### src/rtl/multi_cycle_controller.sv
// rtl/multi_cycle_controller.sv - multi-cycle MIPS-style control FSM with memory-wait timeout.
// Optional JUMP state is enabled by defining MULTI_CYCLE_CTRL_JUMP_EN.
module multi_cycle_controller #(
  parameter int unsigned TIMEOUT = 15
) (
  input  logic       clk,
  input  logic       rst,
  input  logic [5:0] opcode,
  input  logic       zero,
  input  logic       mem_ready,
  output logic       PCWrite,
  output logic       PCWriteCond,
  output logic       IorD,
  output logic       MemRead,
  output logic       MemWrite,
  output logic       MemtoReg,
  output logic       IRWrite,
  output logic       ALUSrcA,
  output logic       RegWrite,
  output logic       RegDst,
  output logic [1:0] ALUSrcB,
  output logic [1:0] ALUOp,
  output logic [1:0] PCSource,
  output logic       pc_en,
  output logic [3:0] state,
  output logic       err
);

  typedef enum logic [3:0] {
    S_FETCH  = 4'd0,
    S_DECODE = 4'd1,
    S_MEMADR = 4'd2,
    S_MEMRD  = 4'd3,
    S_MEMWB  = 4'd4,
    S_MEMWR  = 4'd5,
    S_EXEC   = 4'd6,
    S_ALUWB  = 4'd7,
    S_BRANCH = 4'd8,
    S_ADDIEX = 4'd9,
    S_ADDIWB = 4'd10,
`ifdef MULTI_CYCLE_CTRL_JUMP_EN
    S_JUMP   = 4'd11,
`endif
    S_ERR    = 4'd15
  } state_t;

  localparam logic [5:0] OP_RTYPE = 6'b000000;
  localparam logic [5:0] OP_LW    = 6'b100011;
  localparam logic [5:0] OP_SW    = 6'b101011;
  localparam logic [5:0] OP_BEQ   = 6'b000100;
  localparam logic [5:0] OP_ADDI  = 6'b001000;
`ifdef MULTI_CYCLE_CTRL_JUMP_EN
  localparam logic [5:0] OP_J     = 6'b000010;
`endif
  localparam logic [7:0] TIMEOUT_CNT = TIMEOUT[7:0];

  state_t     state_q, state_d;
  logic [7:0] wait_q;
  logic       err_q;
  logic       wait_state;
  logic       timed_out;

  // Raw Moore decode before the reset mask on the write enables.
  logic pc_write_raw, pc_write_cond_raw, ir_write_raw, mem_write_raw, reg_write_raw;

  assign wait_state = (state_q == S_FETCH) || (state_q == S_MEMRD) || (state_q == S_MEMWR);
  assign timed_out  = (wait_q == TIMEOUT_CNT);

  always_comb begin
    state_d = state_q;
    case (state_q)
      S_FETCH: begin
        if (mem_ready)      state_d = S_DECODE;
        else if (timed_out) state_d = S_ERR;
      end
      S_DECODE: begin
        case (opcode)
          OP_RTYPE:     state_d = S_EXEC;
          OP_LW, OP_SW: state_d = S_MEMADR;
          OP_BEQ:       state_d = S_BRANCH;
          OP_ADDI:      state_d = S_ADDIEX;
`ifdef MULTI_CYCLE_CTRL_JUMP_EN
          OP_J:         state_d = S_JUMP;
`endif
          default:      state_d = S_ERR;
        endcase
      end
      S_MEMADR: begin
        if (opcode == OP_LW)      state_d = S_MEMRD;
        else if (opcode == OP_SW) state_d = S_MEMWR;
        else                      state_d = S_ERR;
      end
      S_MEMRD: begin
        if (mem_ready)      state_d = S_MEMWB;
        else if (timed_out) state_d = S_ERR;
      end
      S_MEMWR: begin
        if (mem_ready)      state_d = S_FETCH;
        else if (timed_out) state_d = S_ERR;
      end
      S_MEMWB:  state_d = S_FETCH;
      S_EXEC:   state_d = S_ALUWB;
      S_ALUWB:  state_d = S_FETCH;
      S_BRANCH: state_d = S_FETCH;
      S_ADDIEX: state_d = S_ADDIWB;
      S_ADDIWB: state_d = S_FETCH;
`ifdef MULTI_CYCLE_CTRL_JUMP_EN
      S_JUMP:   state_d = S_FETCH;
`endif
      S_ERR:    state_d = S_ERR;
      default:  state_d = S_ERR;
    endcase
  end

  // The wait counter only measures consecutive stalled cycles within one state.
  always_ff @(posedge clk) begin
    if (rst) begin
      state_q <= S_FETCH;
      wait_q  <= 8'd0;
      err_q   <= 1'b0;
    end else begin
      state_q <= state_d;
      if (state_d != state_q)          wait_q <= 8'd0;
      else if (wait_state && !mem_ready) wait_q <= wait_q + 8'd1;
      err_q <= err_q | (state_d == S_ERR);
    end
  end

  always_comb begin
    pc_write_raw      = 1'b0;
    pc_write_cond_raw = 1'b0;
    ir_write_raw      = 1'b0;
    mem_write_raw     = 1'b0;
    reg_write_raw     = 1'b0;
    IorD              = 1'b0;
    MemRead           = 1'b0;
    MemtoReg          = 1'b0;
    ALUSrcA           = 1'b0;
    RegDst            = 1'b0;
    ALUSrcB           = 2'b00;
    ALUOp             = 2'b00;
    PCSource          = 2'b00;
    case (state_q)
      S_FETCH: begin
        MemRead      = 1'b1;
        ALUSrcB      = 2'b01;
        ir_write_raw = mem_ready;
        pc_write_raw = mem_ready;
      end
      S_DECODE: ALUSrcB = 2'b11;
      S_MEMADR: begin
        ALUSrcA = 1'b1;
        ALUSrcB = 2'b10;
      end
      S_MEMRD: begin
        MemRead = 1'b1;
        IorD    = 1'b1;
      end
      S_MEMWB: begin
        reg_write_raw = 1'b1;
        MemtoReg      = 1'b1;
      end
      S_MEMWR: begin
        mem_write_raw = 1'b1;
        IorD          = 1'b1;
      end
      S_EXEC: begin
        ALUSrcA = 1'b1;
        ALUOp   = 2'b10;
      end
      S_ALUWB: begin
        reg_write_raw = 1'b1;
        RegDst        = 1'b1;
      end
      S_BRANCH: begin
        ALUSrcA           = 1'b1;
        ALUOp             = 2'b01;
        pc_write_cond_raw = 1'b1;
        PCSource          = 2'b01;
      end
      S_ADDIEX: begin
        ALUSrcA = 1'b1;
        ALUSrcB = 2'b10;
      end
      S_ADDIWB: reg_write_raw = 1'b1;
`ifdef MULTI_CYCLE_CTRL_JUMP_EN
      S_JUMP: begin
        pc_write_raw = 1'b1;
        PCSource     = 2'b10;
      end
`endif
      default: ;
    endcase
  end

  // Reset kills writes in the same cycle so an aborted instruction commits nothing.
  assign PCWrite     = pc_write_raw & ~rst;
  assign PCWriteCond = pc_write_cond_raw & ~rst;
  assign IRWrite     = ir_write_raw & ~rst;
  assign MemWrite    = mem_write_raw & ~rst;
  assign RegWrite    = reg_write_raw & ~rst;
  assign pc_en       = PCWrite | (PCWriteCond & zero);
  assign state       = state_q;
  assign err         = err_q;

endmodule

### config.mk
export PLATFORM = sky130hd
export DESIGN_NAME = multi_cycle_controller
export DESIGN_NICKNAME = d
export VERILOG_FILES = /design/src/rtl/multi_cycle_controller.sv
export SDC_FILE = /design/constraint.sdc
export NUM_CORES = 1
export LEC_CHECK = 0
export ABC_AREA = 1
export CAP_MARGIN = 10
export CORE_MARGIN = 3
export CORE_UTILIZATION = 45
export DETAILED_ROUTE_END_ITERATION = 7
export PLACE_DENSITY = 0.78
export SYNTH_ARGS = -nofsm -noshare
export SYNTH_HDL_FRONTEND = slang
export SYNTH_SLANG_ARGS = --single-unit
export TNS_END_PERCENT = 1
### constraint.sdc
create_clock -name clk -period 3.1 [get_ports clk]
set_input_delay 0.62 -clock clk [delete_from_list [all_inputs] [get_ports clk]]
set_output_delay 0.62 -clock clk [all_outputs]
set_load 0.005 [all_outputs]
After elaboration in Yosys (flattened, before gate mapping)
Index checks and enable logic that the tools add are counted.
- register bits after elaboration: 13
- bits of input ports: 10
- add/subtract/negate cells: 1
- equality and inequality tests: 17
- multiplexer cells: 20
- bitwise gates (word level): 8
- reductions and logical operators: 14
- operators with widths (kind ; count):
    case mux 4 bit (8 select lines) ; 1
    2-to-1 mux 4 bit ; 6
    == test 4 x 3 -> 1 bit, second input constant ; 4
    == test 4 bit, second input constant ; 4
    case mux 4 bit (4 select lines) ; 1
    == test 6 bit, second input constant ; 2
    2-to-1 mux 1 bit ; 10
    OR reduction 2 bit ; 5
    adder 8 x 1 -> 8 bit, second input constant ; 1
    == test 4 x 2 -> 1 bit, second input constant ; 2
    == test 8 x 4 -> 1 bit, second input constant ; 1
    OR reduction 4 bit ; 2
    == test 6 x 3 -> 1 bit, second input constant ; 1
    == test 6 x 4 -> 1 bit, second input constant ; 1
    logical NOT 6 bit ; 1
    case mux 2 bit (3 select lines) ; 1
    AND 1 bit ; 5
    == test 4 x 1 -> 1 bit, second input constant ; 1
    logical NOT 4 bit ; 1
    != test 4 bit ; 1
    case mux 2 bit (2 select lines) ; 1
    OR reduction 3 bit ; 1
    logical OR 1 bit ; 2
    bitwise OR 1 bit ; 2
    3 further kinds ; 3

Depth between registers and ports, before layout
Gate-level depths: netlist (run 1).
- word-level depth: 6
- mapped depth: 14
- mapped depth without buffers: 13

Least setup slack after synthesis (run 1)
No wires, ideal clock.
- path type: input port to output port
- start: in rst
- end: out pc_en
- arrival: 1.220 ns
- data required time: 2.480 ns
- path slack: 1.260 ns
- stages on the path: 4
- buffers on the path: 1
- cells stage by stage: clkbuf_1 > nor3_1 > nand2_1 > o21ai_0
- longest elaborated chain between the ends: 4
- RTL lines (item ; RTL line ; text):
    start, declared ; 7 ; input logic rst,
    inverter 1 bit ; 198 ; assign PCWriteCond = pc_write_cond_raw & ~rst;
    AND 1 bit ; 198 ;
    named net PCWriteCond ; 12 ; output logic PCWriteCond,
    AND 1 bit ; 202 ; assign pc_en = PCWrite | (PCWriteCond & zero);
    bitwise OR 1 bit ; 202 ;
    end, declared ; 24 ; output logic pc_en,
The timed path passes the listed nets, and every way through them passes these cells.

Worst setup path after layout (run 1)
- start: in mem_ready
- end: out pc_en
- longest elaborated chain between the ends: 3
- RTL lines (item ; RTL line ; text):
    start, declared ; 10 ; input logic mem_ready,
    2-to-1 mux 1 bit ; 143 ; case (state_q)
    AND 1 bit ; 197 ; assign PCWrite = pc_write_raw & ~rst;
    bitwise OR 1 bit ; 202 ;
No other way between the ends.

==> impl_metrics.env, run 1 <==
export IMPL_grt_first_pass_wirelength_um=4588
export IMPL_hp_class="flip-flop to flip-flop"
export IMPL_finClkSkew_ns=0.002572
export IMPL_detailed_place_hpwl_um=2133
export IMPL_viasPerCell=4.817
export IMPL_ys_seq_area_share_pct=22.41
export IMPL_power_total_mw=1.220
export IMPL_synth_avg_cell_area_sq_um=5.636
export IMPL_clk_path_buf_depth=2
export IMPL_grt_pass1_vias=1127
export IMPL_cts_tree="done"
export IMPL_synth_seq_cells=13
export IMPL_synthFlopType="dfxtp_1"
export IMPL_synthArstFlopShare_pct=0
export IMPL_muxShareOfSynthArea_pct=0
export IMPL_design_area_sq_um=1485
export IMPL_die_w_um=56.80
export IMPL_place_area_sq_um=1459
export IMPL_netlist_area_leader_share_pct=22.41
export IMPL_layout_drive_gt1_share_pct=7.660
export IMPL_synth_cells=206
export IMPL_clk_pin_slew_worst_paths_ns=0.07
export IMPL_cpMostUsedCell="clkdlybuf4s50_1"
export IMPL_arrival_ns=2.02
export IMPL_vias=1267
export IMPL_synthTopCellsByArea="dfxtp_1 22%, nand2_1 17%, nor2_1 16%"
export IMPL_tns_ns=0
export IMPL_status="finished, final reports clean"
export IMPL_ir_drop_mv=0.4567
export IMPL_cts_buffers=3
export IMPL_yosysWarnings=0
export IMPL_port_buffers=30
export IMPL_p_leak_nw=0.7833
export IMPL_routed_wl_um=2569
export IMPL_power_frac_seq_pct=20.8
export IMPL_cts_sinks=13
export IMPL_wl_per_cell_um=9.768
export IMPL_ios=32
export IMPL_start_util_pct=50.08
export IMPL_period_share_pct=85.02
export IMPL_slowest_stage="clkdlybuf4s50_1"
export IMPL_power_internal_mw=0.6384
export IMPL_report_final_slew_viol_count=0
export IMPL_grtUsageTotal_pct=17.36
export IMPL_syn_cell_area_sq_um=1161
export IMPL_synth_top_family_by_area="simple AND/OR/NAND/NOR gates"
export IMPL_place_gp_congestion=0.8159
export IMPL_finalNetCount=247
export IMPL_synth_edf_count=0
export IMPL_cts_setup_buffers=0
export IMPL_power_density_nw_per_um2=821.7
export IMPL_antenna_found_initial=0
export IMPL_multi_input_area_sq_um=723.2
export IMPL_grt_setup_unrepaired="false"
export IMPL_route_detailed_drc=0
export IMPL_drt_initial_drc_count=40
export IMPL_area_delta_synth_final_pct=27.91
export IMPL_setup_viol=0
export IMPL_comb_power_share_pct=70.9
export IMPL_h_tree_depth=1
export IMPL_fillCellCount=222
export IMPL_drtAntennaViolNets=0
export IMPL_rows=17
export IMPL_fmax_ghz=0.3794
export IMPL_synth_xor_area_share_pct=5.280
export IMPL_layout_min_cycle_time_ns=2.636
export IMPL_endpoint_kind="output port"
export IMPL_cts_resized=0
export IMPL_synthTopCellsByCount="53 x nand2_1, 48 x nor2_1, 32 x inv_1"
export IMPL_p_sw_mw=0.5819
export IMPL_die_h_um=56.80
export IMPL_clock_latency_ns=0.27
export IMPL_ff_latch_area_sq_um=260.3
export IMPL_grt_start_max_net_pins=10
export IMPL_yosysMostFrequentCell="nand2_1"
export IMPL_final_core_util_pct=64.06
export IMPL_core_area_sq_um=2318
export IMPL_grt_overflow_total=0
export IMPL_die_area_sq_um=3226
export IMPL_max_stage_delay_ns=0.55
export IMPL_ys_types=26
export IMPL_crit_type="primary input to output port"
export IMPL_crit_chain="clkdlybuf4s50_1 -> nand3_1 -> o21ai_0 -> clkdlybuf4s50_1"
export IMPL_synth_compound_area_share_pct=4.310
export IMPL_p_sw_share_pct=47.69
export IMPL_clockRootBuffer="clkbuf_4"
export IMPL_cap_violations=0
export IMPL_clock_power_share_pct=8.3
export IMPL_start_kind="primary input"
export IMPL_synth_largest_area_cell="dfxtp_1"
export IMPL_worstPathRequired_ns=2.48
export IMPL_drtPass1Iterations=4
export IMPL_finalHoldViolations=0
export IMPL_synth_fa_ha_area_share_pct=1.078
export IMPL_hold_buffers=0
export IMPL_synth_fp_nets=217
export IMPL_synthSimpleGateAreaFrac_pct=51.29
export IMPL_antenna_cells=0
export IMPL_worst_path_max_fanout=5
-- critical path: cells and delay by family --
| kind | cells | cell delay (ns) |
|---|---|---|
| buffers and inverters | 2 | 1.07 |
| AOI/OAI and AO/OA | 1 | 0.18 |
| and+or+nand+nor | 1 | 0.15 |
-- metrics by stage --
stage	hold WS, ns	std cells	setup slack, ns
after floorplan	0.4604	206	1.260
after global placement	0.4890	259	0.4766
after detailed placement	0.4819	259	0.4512
after CTS	0.5040	263	0.4477
after global routing	0.5167	263	0.3073
final	0.4976	263	0.4645
-- registers in the layout (all words and copies together) (netlist names) --
register  count
err           1
state         4
wait_q        8
-- power groups by stage --
stage	clock (mW)	sequential [mW]	combinational (mW)
after floorplan	0	0.241	0.582
after global placement	0	0.259	0.866
after detailed placement	0	0.257	0.865
after CTS	0.107	0.253	0.869
after global routing	0.115	0.262	0.966
final	0.101	0.254	0.865
-- metal layers --
metal  share of wire (%)  track usage (%)  vias up  routed length, um
li1                    -                -      685                  -
met1                  49            23.28      549               1247
met2                  45            28.05       31               1158
met3                 5.9            4.138        2                151
met4                0.43            3.974        0                 11
met5                   0                0        -                  0
-- cell usage in the layout, fill, tap and decap left out --
master           synthesis  layout
inv_1                   32      32
nand3b_1                 1       1
nand2_4                  3       3
nor3_1                   1       1
o21ai_0                  3       3
dfxtp_1                 13      13
clkbuf_4                 0       3
a31oi_1                  2       2
buf_4                    4       1
xnor2_1                  1       1
o31ai_1                  1       1
nand3_1                 17      17
conb_1                   1       1
clkdlybuf4s50_1          0      30
xor2_1                   6       6
nor2_1                  48      48
nand2_1                 53      53
nor2_2                   3       3
ha_1                     1       1
nand2_2                  3       3
nand3_4                  1       1
clkbuf_1                 1       1
nand4_1                  3       3
clkinv_2                 1       1
a21oi_1                  3       3
inv_2                    2       2
nor2_4                   1       1
-- cell type report --
cell class | instances | share of cell area, %
clock buffer | 4 | 1.769
tap | 28 | 2.359
inverter | 35 | 8.930
timing repair buffer | 31 | 20.72
multi-input combinational | 152 | 48.69
sequential | 13 | 17.52
-- path summary, 6_finish.rpt --
check | from | to | slack (ns) | depth (start not counted)
worst min register to register | err | err | 0.50 | 2
worst max-delay path | mem_ready | pc_en | 0.46 | 4
worst min-delay path | err | err | 0.50 | 2
worst max register to register | state[0] | wait_q[1] | 1.28 | 13
-- cells by family (layout without fill, tap and decap cells) --
logic type / Yosys count / count (layout)
simple gates: 134 / 134
buf+inv: 41 / 70
flops: 13 / 13
compound gates: 9 / 9
xor+xnor: 7 / 7
fa+ha+maj: 1 / 1
other cells: 1 / 1
Note: power is estimated with default switching activity, not from simulation.
==> inputs of run 2 (changes only) <==
- SKIP_CTS_REPAIR_TIMING: unset -> 1
==> results of run 2 <==
No change in the layout: final DEF, timing and power equal those of run 1.
==> inputs of run 3 (changes only) <==
- CAP_MARGIN: 10 -> 5
- CORE_MARGIN: 3 -> unset
==> impl_metrics.env, run 3 (synthesized netlist as in run 1, its figures left out) <==
export IMPL_status="finished, final reports clean"
export IMPL_cap_violations=0
export IMPL_final_common_cell="nand2_1"
export IMPL_hold_depth=2
export IMPL_hp_class="flip-flop to flip-flop"
export IMPL_place_ws_ns=0.4576
export IMPL_largest_reg_flops=8
export IMPL_grtUsageTotal_pct=19.31
export IMPL_clk_pin_slew_worst_paths_ns=0.09
export IMPL_start_kind="primary input"
export IMPL_regToRegStartpoint="state[1]"
export IMPL_die_h_um=52.80
export IMPL_worstPathRequired_ns=2.48
export IMPL_drtPass1Iterations=4
export IMPL_grt_first_pass_wirelength_um=4029
export IMPL_core_area_sq_um=2455
export IMPL_period_share_pct=84.85
export IMPL_cts_tree="done"
export IMPL_layout_drive_gt1_share_pct=8.085
export IMPL_crit_type="primary input to output port"
export IMPL_grt_setup_unrepaired="false"
export IMPL_finClkSkew_ns=0.008672
export IMPL_rows=18
export IMPL_r2r_end="wait_q[5]"
export IMPL_hp_start="err"
export IMPL_clock_latency_ns=0.28
export IMPL_place_gp_congestion=0.8428
export IMPL_fillCellCount=249
export IMPL_arrival_ns=2.01
export IMPL_worst_path_max_fanout=5
export IMPL_die_w_um=52.80
export IMPL_cts_sinks=13
export IMPL_endpoint_kind="output port"
export IMPL_max_stage_delay_ns=0.55
export IMPL_antenna_cells=0
export IMPL_antenna_found_initial=0
export IMPL_h_tree_depth=1
export IMPL_start_util_pct=47.30
export IMPL_final_cell_mix="53 x nand2_1, 48 x nor2_1, 32 x inv_1"
export IMPL_cts_buffers=3
export IMPL_min_to="err"
export IMPL_grt_pass1_vias=1000
export IMPL_route_detailed_drc=0
export IMPL_p_leak_nw=0.7861
export IMPL_die_area_sq_um=2787
export IMPL_port_buffers=30
export IMPL_vias=1252
export IMPL_finalNetCount=247
export IMPL_cpMostUsedCell="clkdlybuf4s50_1"
export IMPL_grt_start_max_net_pins=10
export IMPL_slowest_stage="clkdlybuf4s50_1"
export IMPL_ir_drop_mv=0.5300
export IMPL_critPathBufInv=2
export IMPL_grt_overflow_total=0
export IMPL_crit_family="buffers and inverters"
export IMPL_power_total_mw=1.216
export IMPL_top_register="wait_q"
export IMPL_setup_ws_ns=0.4697
export IMPL_wl_per_cell_um=9.377
export IMPL_routed_wl_um=2485
export IMPL_detailed_place_hpwl_um=2092
export IMPL_report_final_slew_viol_count=0
export IMPL_drt_initial_drc_count=15
export IMPL_clk_path_buf_depth=2
export IMPL_r2r_cells=12
export IMPL_reg2reg_slack_ns=1.28
export IMPL_viasPerCell=4.725
export IMPL_setup_viol=0
export IMPL_tns_ns=0
export IMPL_crit_chain="clkdlybuf4s50_1 -> nand3_1 -> o21ai_0 -> clkdlybuf4s50_1"
export IMPL_fmax_ghz=0.3802
export IMPL_final_core_util_pct=60.65
export IMPL_ios=32
export IMPL_clockRootBuffer="clkbuf_4"
export IMPL_power_density_nw_per_um2=816.7
export IMPL_finalHoldViolations=0
export IMPL_layout_min_cycle_time_ns=2.630
export IMPL_drtAntennaViolNets=0
export IMPL_area_delta_synth_final_pct=28.23
==> run 3: cell count changes in the layout (fill, tap and decap cells not counted) <==
cell,before,now
clkbuf_1,1,0
clkinv_2,1,2
==> run 3: power breakdown <==
group | internal, mW | switching, mW | leakage (nW)
clock network | 0.0479 | 0.0582 | 0.0177
logic | 0.391 | 0.465 | 0.663
registers | 0.197 | 0.0565 | 0.106
total | 0.636 | 0.580 | 0.786
==> run 3: worst max-delay path by stage <==
| stage | start | to | depth (start not counted) |
|---|---|---|---|
| 2_1_floorplan | rst | pc_en | 4 |
| 3_3_place_gp | mem_ready | pc_en | 4 |
| 3_5_place_dp | mem_ready | pc_en | 4 |
| 4_1_cts | mem_ready | pc_en | 4 |
| 5_1_grt | state[3] | pc_en | 7 |
| 6_report | mem_ready | pc_en | 4 |
==> run 3: metal layers <==
layer,GRT usage [%],vias to the layer above,part of all wire [%],wire length [um]
li1,-,686,-,-
met1,24.66,547,49,1229
met2,32.49,19,48,1194
met3,3.768,0,2.5,61
met4,5.263,0,0,0
met5,0,-,0,0
==> run 3: layout make-up <==
type | count | area [sq um] | area share (%)
tap | 30 | 37.54 | 2.521
timing repair buffer | 31 | 307.8 | 20.67
sequential | 13 | 260.3 | 17.48
clock inverter | 1 | 5.005 | 0.3361
clock buffer | 3 | 22.52 | 1.513
multi-input combinational | 152 | 723.2 | 48.57
inverter | 35 | 132.6 | 8.908
==> run 3: worst min-delay path: cells and delay by family, from the launching register on <==
kind	cells	cell delay, ns
DFF	1	0.35
and+or+nand+nor	1	0.09
AOI/OAI and AO/OA	1	0.05
==> run 3: metrics by stage <==
step / cell area, sq um / std cells / hold WS (ns)
6_report: 1489 / 265 / 0.5250
5_1_grt: 1489 / 265 / 0.5804
4_1_cts: 1489 / 265 / 0.5299
3_5_place_dp: 1461 / 261 / 0.4917
3_3_place_gp: 1461 / 261 / 0.4863
2_1_floorplan: 1161 / 206 / 0.4604
